### src/rtl/reg_wb_arbiter.sv
// reg_wb_arbiter
//   Shares the register file's single write port among N_REQ writeback
//   requesters with round-robin arbitration. It also keeps a busy scoreboard
//   of reserved destination registers and flags read-after-write hazards for
//   the two register-file read ports.
//
// Ports
//   clk, rst              clock, asynchronous active-high reset
//   req_valid/addr/data   per-requester write requests (packed, slice i)
//   req_ready             one-hot grant, combinational
//   rsv_valid/rsv_addr    destination reservation from issue
//   rsv_stall             reservation refused (register already busy)
//   rd_addr_1/2           register-file read addresses
//   hazard_1/2            read value not yet valid in the register file
//   busy_mask             scoreboard, bit 0 always 0
//   reg_write/write_reg/write_data  registered register-file write port
//
// Notes
//   The scoreboard is 32 entries wide, so ADDR_W is expected to be 5.
//   If a reservation and a write target the same idle register at the same
//   edge, the reservation wins: it belongs to a later producer.

module reg_wb_arbiter #(
  parameter int unsigned N_REQ  = 3,
  parameter int unsigned DATA_W = 32,
  parameter int unsigned ADDR_W = 5
) (
  input  logic                     clk,
  input  logic                     rst,
  input  logic [N_REQ-1:0]         req_valid,
  input  logic [N_REQ*ADDR_W-1:0]  req_addr,
  input  logic [N_REQ*DATA_W-1:0]  req_data,
  output logic [N_REQ-1:0]         req_ready,
  input  logic                     rsv_valid,
  input  logic [ADDR_W-1:0]        rsv_addr,
  output logic                     rsv_stall,
  input  logic [ADDR_W-1:0]        rd_addr_1,
  input  logic [ADDR_W-1:0]        rd_addr_2,
  output logic                     hazard_1,
  output logic                     hazard_2,
  output logic [31:0]              busy_mask,
  output logic                     reg_write,
  output logic [ADDR_W-1:0]        write_reg,
  output logic [DATA_W-1:0]        write_data
);

  localparam int unsigned PTR_W    = (N_REQ > 1) ? $clog2(N_REQ) : 1;
  localparam int unsigned NUM_REGS = 32;

  // (base + off) mod N_REQ for base, off < N_REQ
  function automatic logic [PTR_W-1:0] wrap_add(input logic [PTR_W-1:0] base,
                                                input int unsigned     off);
    int unsigned sum;
    sum = 32'(base) + off;
    if (sum >= N_REQ) begin
      sum = sum - N_REQ;
    end
    return PTR_W'(sum);
  endfunction

  logic [PTR_W-1:0]    ptr_q;
  logic [PTR_W-1:0]    scan_idx;
  logic [PTR_W-1:0]    grant_idx;
  logic                grant_any;
  logic [ADDR_W-1:0]   sel_addr;
  logic [DATA_W-1:0]   sel_data;
  logic [NUM_REGS-1:0] busy_q;
  logic [NUM_REGS-1:0] set_vec;
  logic [NUM_REGS-1:0] clr_vec;
  logic [NUM_REGS-1:0] busy_next;

  // Round-robin scan: first valid requester at or after the pointer
  always_comb begin
    grant_any = 1'b0;
    grant_idx = '0;
    scan_idx  = '0;
    for (int unsigned k = 0; k < N_REQ; k++) begin
      scan_idx = wrap_add(ptr_q, k);
      if (!grant_any && req_valid[scan_idx]) begin
        grant_any = 1'b1;
        grant_idx = scan_idx;
      end
    end
  end

  // One-hot grant; only ever raised on a valid requester
  always_comb begin
    req_ready = '0;
    if (grant_any) begin
      req_ready[grant_idx] = 1'b1;
    end
  end

  // Payload of the granted requester
  always_comb begin
    sel_addr = req_addr[32'(grant_idx)*ADDR_W +: ADDR_W];
    sel_data = req_data[32'(grant_idx)*DATA_W +: DATA_W];
  end

  // Pointer moves past the winner; holds when idle
  always_ff @(posedge clk or posedge rst) begin
    if (rst) begin
      ptr_q <= '0;
    end else if (grant_any) begin
      ptr_q <= wrap_add(grant_idx, 1);
    end
  end

  // Registered write port; register 0 completes the handshake silently
  always_ff @(posedge clk or posedge rst) begin
    if (rst) begin
      reg_write  <= 1'b0;
      write_reg  <= '0;
      write_data <= '0;
    end else begin
      reg_write <= grant_any && (sel_addr != '0);
      if (grant_any) begin
        write_reg  <= sel_addr;
        write_data <= sel_data;
      end
    end
  end

  // Reservation refused while the destination still has a write outstanding
  always_comb begin
    rsv_stall = rsv_valid && busy_q[rsv_addr];
  end

  // Scoreboard next state: clear on transfer, then set on accepted reservation
  always_comb begin
    set_vec = '0;
    clr_vec = '0;
    if (rsv_valid && !rsv_stall && (rsv_addr != '0)) begin
      set_vec[rsv_addr] = 1'b1;
    end
    if (grant_any) begin
      clr_vec[sel_addr] = 1'b1;
    end
    busy_next    = (busy_q & ~clr_vec) | set_vec;
    busy_next[0] = 1'b0;
  end

  always_ff @(posedge clk or posedge rst) begin
    if (rst) begin
      busy_q <= '0;
    end else begin
      busy_q <= busy_next;
    end
  end

  always_comb begin
    busy_mask = busy_q;
  end

  // Hazard covers both reserved registers and the write currently landing
  always_comb begin
    hazard_1 = (rd_addr_1 != '0) &&
               (busy_q[rd_addr_1] || (reg_write && (write_reg == rd_addr_1)));
    hazard_2 = (rd_addr_2 != '0) &&
               (busy_q[rd_addr_2] || (reg_write && (write_reg == rd_addr_2)));
  end

endmodule

### config.mk
export PLATFORM = sky130hd
export DESIGN_NAME = reg_wb_arbiter
export DESIGN_NICKNAME = d
export VERILOG_FILES = /design/src/rtl/reg_wb_arbiter.sv
export SDC_FILE = /design/constraint.sdc
export NUM_CORES = 1
export LEC_CHECK = 0
export CAP_MARGIN = 10
export CORE_MARGIN = 3
export CORE_UTILIZATION = 40
export CTS_BUF_LIST = sky130_fd_sc_hd__clkbuf_16
export CTS_CLUSTER_DIAMETER = 40
export CTS_CLUSTER_SIZE = 8
export DETAILED_ROUTE_END_ITERATION = 16
export PLACE_DENSITY = 0.78
export SLEW_MARGIN = 25
export SYNTH_ARGS = -nofsm -noshare
export SYNTH_HDL_FRONTEND = slang
export SYNTH_SLANG_ARGS = --single-unit
### constraint.sdc
create_clock -name clk -period 2.4 [get_ports clk]
set_clock_uncertainty 0.05 [all_clocks]
set_input_delay 0.36 -clock clk [delete_from_list [all_inputs] [get_ports clk]]
set_output_delay 0.36 -clock clk [all_outputs]
set_load 0.05 [all_outputs]
=== Word-level counts from Yosys, hierarchy flattened ===
Index checks and enable logic that the tools add are counted.

* Mux-type cells: 31
* $mul: 1
* Bitwise operators: 3
* Eq/ne operators: 2
* $lt $le $gt $ge: 15
* Reduce and logical (&&, ||, !) cells: 22
* Add/sub/neg operators: 7
* Shift-type cells: 2

{| class="wikitable"
|+ Operators with widths
! cell !! number
|-
| variable part select 96 x 8 -> 32 bit || 1
|-
| two-way mux 32 bit || 2
|-
| bitwise AND 32 bit || 1
|-
| inverter 32 bit || 1
|-
| OR 32 bit || 1
|-
| less-than comparator 5 x 6 -> 1 bit, second input constant || 4
|-
| nonzero test 5 bit || 4
|-
| binary-select mux 1 bit (select 5 bit) || 3
|-
| variable part select 15 x 6 -> 5 bit || 1
|-
| two-way mux 2 bit || 7
|-
| logical AND 1 bit || 13
|-
| less-than comparator 2 x 3 -> 1 bit, second input constant || 4
|-
| two-way mux 1 bit || 12
|-
| demux 1 bit (select 5 bit) || 2
|-
| equality test 5 bit || 2
|-
| greater-or-equal comparator 5 x 1 -> 1 bit, second input constant || 2
|-
| greater-or-equal comparator 3 x 2 -> 1 bit, second input constant || 3
|-
| subtractor 2 bit, second input constant || 4
|-
| adder 2 x 1 -> 3 bit, second input constant || 2
|-
| binary-select mux 1 bit (select 2 bit) || 3
|-
| multiplier 2 x 3 -> 5 bit, second input constant || 1
|-
| adder 2 x 2 -> 3 bit, second input constant || 1
|-
| logical NOT 1 bit || 3
|-
| two-way mux 3 bit || 1
|-
| other kinds (4) || 5
|}

* Bits of input ports: 132
* Register bits after elaboration: 71
* Logic and storage cells: 88
* Output and inout bits: 76

=== Depth between registers and ports, before layout ===
* Depth after elaboration: 21
* Gate-level depth with buffers: 14
* Gate-level depth less buffers: 10

=== Worst setup path after synthesis ===
Ideal clock, no wire load.

* Path type: reg-to-output
* Start point: register ptr_q[1]
* End point: output req_ready[0]
* Arrival time: 3014 ps
* Slack: -1024 ps
* Cell stages (with the launch flop): 10
* Buffers on the path: 2
* Data required time: 1990 ps
* Cell sequence: dfrtp_1 inv_1 ha_1 mux2i_1 o211ai_2 a21oi_1 nor2_2 buf_4 buf_2 nor3_1

* Cells in the longest elaborated chain, start to end: 16
* Elaborated cells between the ends (all ways): 33
* Classes of those cells: 5 x add/sub; 5 x order compare; 18 x mux; 5 x reduce/logical

{| class="wikitable"
|+ Ends and longest elaborated chain
! item !! line !! text
|-
| start: declaration || 61 || <nowiki>logic [PTR_W-1:0] ptr_q;</nowiki>
|-
| start signal: assignment || 105 || <nowiki>ptr_q <= wrap_add(grant_idx, 1);</nowiki>
|-
| branches (longest 15 deep; another with adder 2 x 1 -> 3 bit) || -- ||
|-
| two-way mux 3 bit * || 89 || <nowiki>if (grant_any) begin</nowiki>
|-
| end: declaration || 33 || <nowiki>output logic [N_REQ-1:0] req_ready,</nowiki>
|}

Every way passes the cells marked *. The select of a mux whose other input is x is not followed.

=== Final worst setup path ===
* Start point: register ptr_q[1]
* End point: register busy_q[15], in the netlist busy_mask[15]

* Cells in the longest elaborated chain, start to end: 21
* Elaborated cells between the ends (all ways): 38
* Classes of those cells: 5 x add/sub; 1 x mul; 5 x order compare; 1 x shift; 18 x mux; 3 x bitwise; 5 x reduce/logical

{| class="wikitable"
|+ Ends and longest elaborated chain
! item !! line !! text
|-
| branches (longest 17 deep; another with multiplier 2 x 3 -> 5 bit) || -- ||
|-
| two-way mux 32 bit * || 136 || <nowiki>if (grant_any) begin</nowiki>
|-
| inverter 32 bit * || 139 || <nowiki>busy_next = (busy_q & ~clr_vec) | set_vec;</nowiki>
|-
| bitwise AND 32 bit * || 139 ||
|-
| OR 32 bit * || 139 ||
|-
| named net busy_next[15] || 70 || <nowiki>logic [NUM_REGS-1:0] busy_next;</nowiki>
|-
| end signal: assignment || 147 || <nowiki>busy_q <= busy_next;</nowiki>
|-
| end: declaration || 67 || <nowiki>logic [NUM_REGS-1:0] busy_q;</nowiki>
|}

Mark *: on every way through the listed nets, which the timed path passes. The select of a mux whose other input is x is not followed.
A chain may end at the register's enable or synchronous reset.

==> impl_metrics.json <==
{
  "routed_via_density": 6.360,
  "syn_nets": 715,
  "firstDrtPassIters": 6,
  "required_ns": 2.55,
  "clock_sinks": 71,
  "antenna_found_initial": 0,
  "rows": 41,
  "grt_max_degree": 72,
  "cts_tree": "done",
  "ys.flop_type": "dfrtp_1",
  "max_freq_mhz": 325.1,
  "ctsHoldBuffers": 0,
  "initial_core_util_pct": 41.38,
  "arrival_ns": 3.23,
  "status": "finished, violations left",
  "cp_slowest_cell": "dfrtp_1",
  "slew_headroom_pct": 47.32,
  "syn_area_um2": 5265,
  "drtIter0Drc": 875,
  "synth-edff-count": 0,
  "grtUsageTotal_pct": 33.71,
  "grt_pass1_wl_um": 37920,
  "synthTopCellsByArea": "dfrtp_1, mux4_2, nand2_1",
  "numCtsBuffers": 9,
  "synth_top_area_share_pct": 33.75,
  "min_period_over_period_pct": 128.1,
  "hold_violations": 0,
  "clk_pin_slew_worst_paths_ns": 0.07,
  "clk_latency_ns": 0.34,
  "num_vias": 6780,
  "port_buffers": 206,
  "crit_chain": "inv_2, ha_4, mux2i_4, buf_4, mux2_4, mux2i_1, a211oi_2, a211o_1, buf_4, o21ai_1, nand3_1",
  "synth_warnings": 0,
  "post-route-drc-count": 0,
  "grt_pass1_vias": 6895,
  "finalSetupViolCount": 75,
  "cp_max_fo": 5,
  "ys_ff_latch": 71,
  "synthCells": 577,
  "whs_ns": 0.3851,
  "cpPeakStageDelay_ns": 0.42,
  "worstMarginPinSlew_ns": 0.7873,
  "period_minus_slack_ns": 3.076,
  "cts_buffer_depth": 2,
  "drv_slew": 0,
  "async_flop_share_pct": 100.0,
  "die_w_um": 120.7,
  "crit_path_end_kind": "flip-flop",
  "die_h_um": 120.7,
  "startpoint_type": "flip-flop",
  "synth_cell_types": 59,
  "syn_area_per_cell_um2": 9.125,
  "largest_register_ffs": 32,
  "regArea_um2": 1802,
  "setup_ws_ns": -0.6755,
  "violations": "setup timing",
  "die_area_um2": 14580,
  "synth_top_area_cell": "dfrtp_1",
  "dpl.hpwl_um": 14590,
  "area_growth_pct": 94.03,
  "path_class": "reg2reg",
  "synth_seq_area_share_pct": 33.75,
  "antenna-diode-count": 0,
  "final_layout_size_suffix_gt1_share_pct": 40.49,
  "drt-total-wl_um": 26640,
  "ant_nets": 0,
  "maxCapViolCount": 0,
  "core_um2": 12720,
  "min_path_type": "in2async",
  "finalNetCount": 1027,
  "multiInputGateArea_um2": 4164,
  "place.gp.congestion": 0.9100,
  "io-pin-count": 208,
  "cts-root-buf": "clkbuf_16",
  "avgRoutedWirePerCell_um": 24.99,
  "grt.overflow.total": 0,
  "place_ws_ns": -0.5638,
  "rsz0062_at_grt": "true",
  "crit_top_cell": "buf_4",
  "n_fill_cell": 735,
  "htree_levels": 3
}
## final cells by class
cell class	count	share of cell area [%]
clock inverter	7	0.9431
tap	172	2.107
multi-input combinational	440	40.76
sequential	71	17.64
clock buffer	9	2.205
timing repair buffer	342	35.38
inverter	25	0.9675
## per-stage QoR
stage,std cells,TNS (ns),utilization (%),cell area [um2]
2_1_floorplan,577,-2.777,-,5470
3_3_place_gp,981,-26.05,64.20,8168
3_5_place_dp,981,-29.36,64.20,8168
4_1_cts,1045,-17.81,75.81,9644
5_1_grt,1066,-33.39,80.30,10220
6_report,1066,-26.47,80.30,10220
## worst paths after layout
path                       slack, ns  depth (start not counted)                       from                          to
setup / recovery               -0.68                         11       ptr_q[1]$_DFFE_PP0P_     busy_mask[15]$_DFF_PP0_
hold / removal                  0.39                          3                        rst  write_data[22]$_DFFE_PP0P_
setup reg to reg               -0.68                         11       ptr_q[1]$_DFFE_PP0P_     busy_mask[15]$_DFF_PP0_
hold reg to reg                 0.43                          1  write_data[4]$_DFFE_PP0P_   write_data[4]$_DFFE_PP0P_
max in group asynchronous       1.54                          3                        rst     busy_mask[10]$_DFF_PP0_
min in group clk                0.43                          1  write_data[4]$_DFFE_PP0P_   write_data[4]$_DFFE_PP0P_
## per-layer routing
| metal | track usage, % | share of wire [%] | vias up |
|---|---|---|---|
| met3 | 8.606 | 10 | 202 |
| met2 | 57.91 | 49 | 590 |
| met1 | 37.14 | 33 | 3207 |
| met5 | 0 | 0 | - |
| met4 | 21.10 | 7.9 | 0 |
| li1 | - | - | 2781 |
## cells in the mapped netlist (all sizes together) (20+ instances only)
master	n
nand3	20
a311oi	27
o211ai	22
mux4	27
buf	21
clkbuf	26
nand2	110
dfrtp	71
o31ai	23
inv	25
nor2	37
o21ai	40
a21o	31
## cell families (layout without fill, tap and decap cells)
kind of cell	count (synthesis)	in the layout	share of synthesized area [%]
AO/OA/AOI/OAI	174	180	24.74
XOR/XNOR	10	10	1.664
adder cells (fa/ha/maj)	6	6	1.426
buffers and inverters	72	383	6.250
flip-flops	71	71	33.75
multiplexers	39	39	13.95
other	1	1	0.07122
AND/OR/NAND/NOR	204	204	18.16
## worst max-delay path, delay by kind of cell (launching register included)
family	cells	cell delay, ns
adders and majority gates	1	0.18
muxes	3	0.81
AOI/OAI and AO/OA	3	0.87
DFF	1	0.42
and+or+nand+nor	1	0.16
buffers and inverters	3	0.45
## repair_timing
action | CTS | global route
gates cloned | 16 | 3
pin swaps | 66 | 53
gates resized for setup | 147 | 82
endpoints found under the setup margin | 74 | 77
buffers inserted | 32 | 20
## cells in the final DEF (no fill, tap or decap), types with 12 or more instances in the layout
cell type / instances
o21ai_2: 14
nand2_1: 105
nand3_1: 14
clkbuf_16: 12
buf_4: 89
clkdlybuf4s50_1: 192
dfrtp_1: 51
dfrtp_2: 20
buf_6: 21
mux4_2: 27
a21o_1: 29
nor2_1: 21
o211ai_1: 19
o21ai_0: 13
buf_12: 18
inv_1: 20
a311oi_2: 21
Power is not shown: default switching activity piles up to over one toggle a cycle in this logic, so the estimate is an artifact.
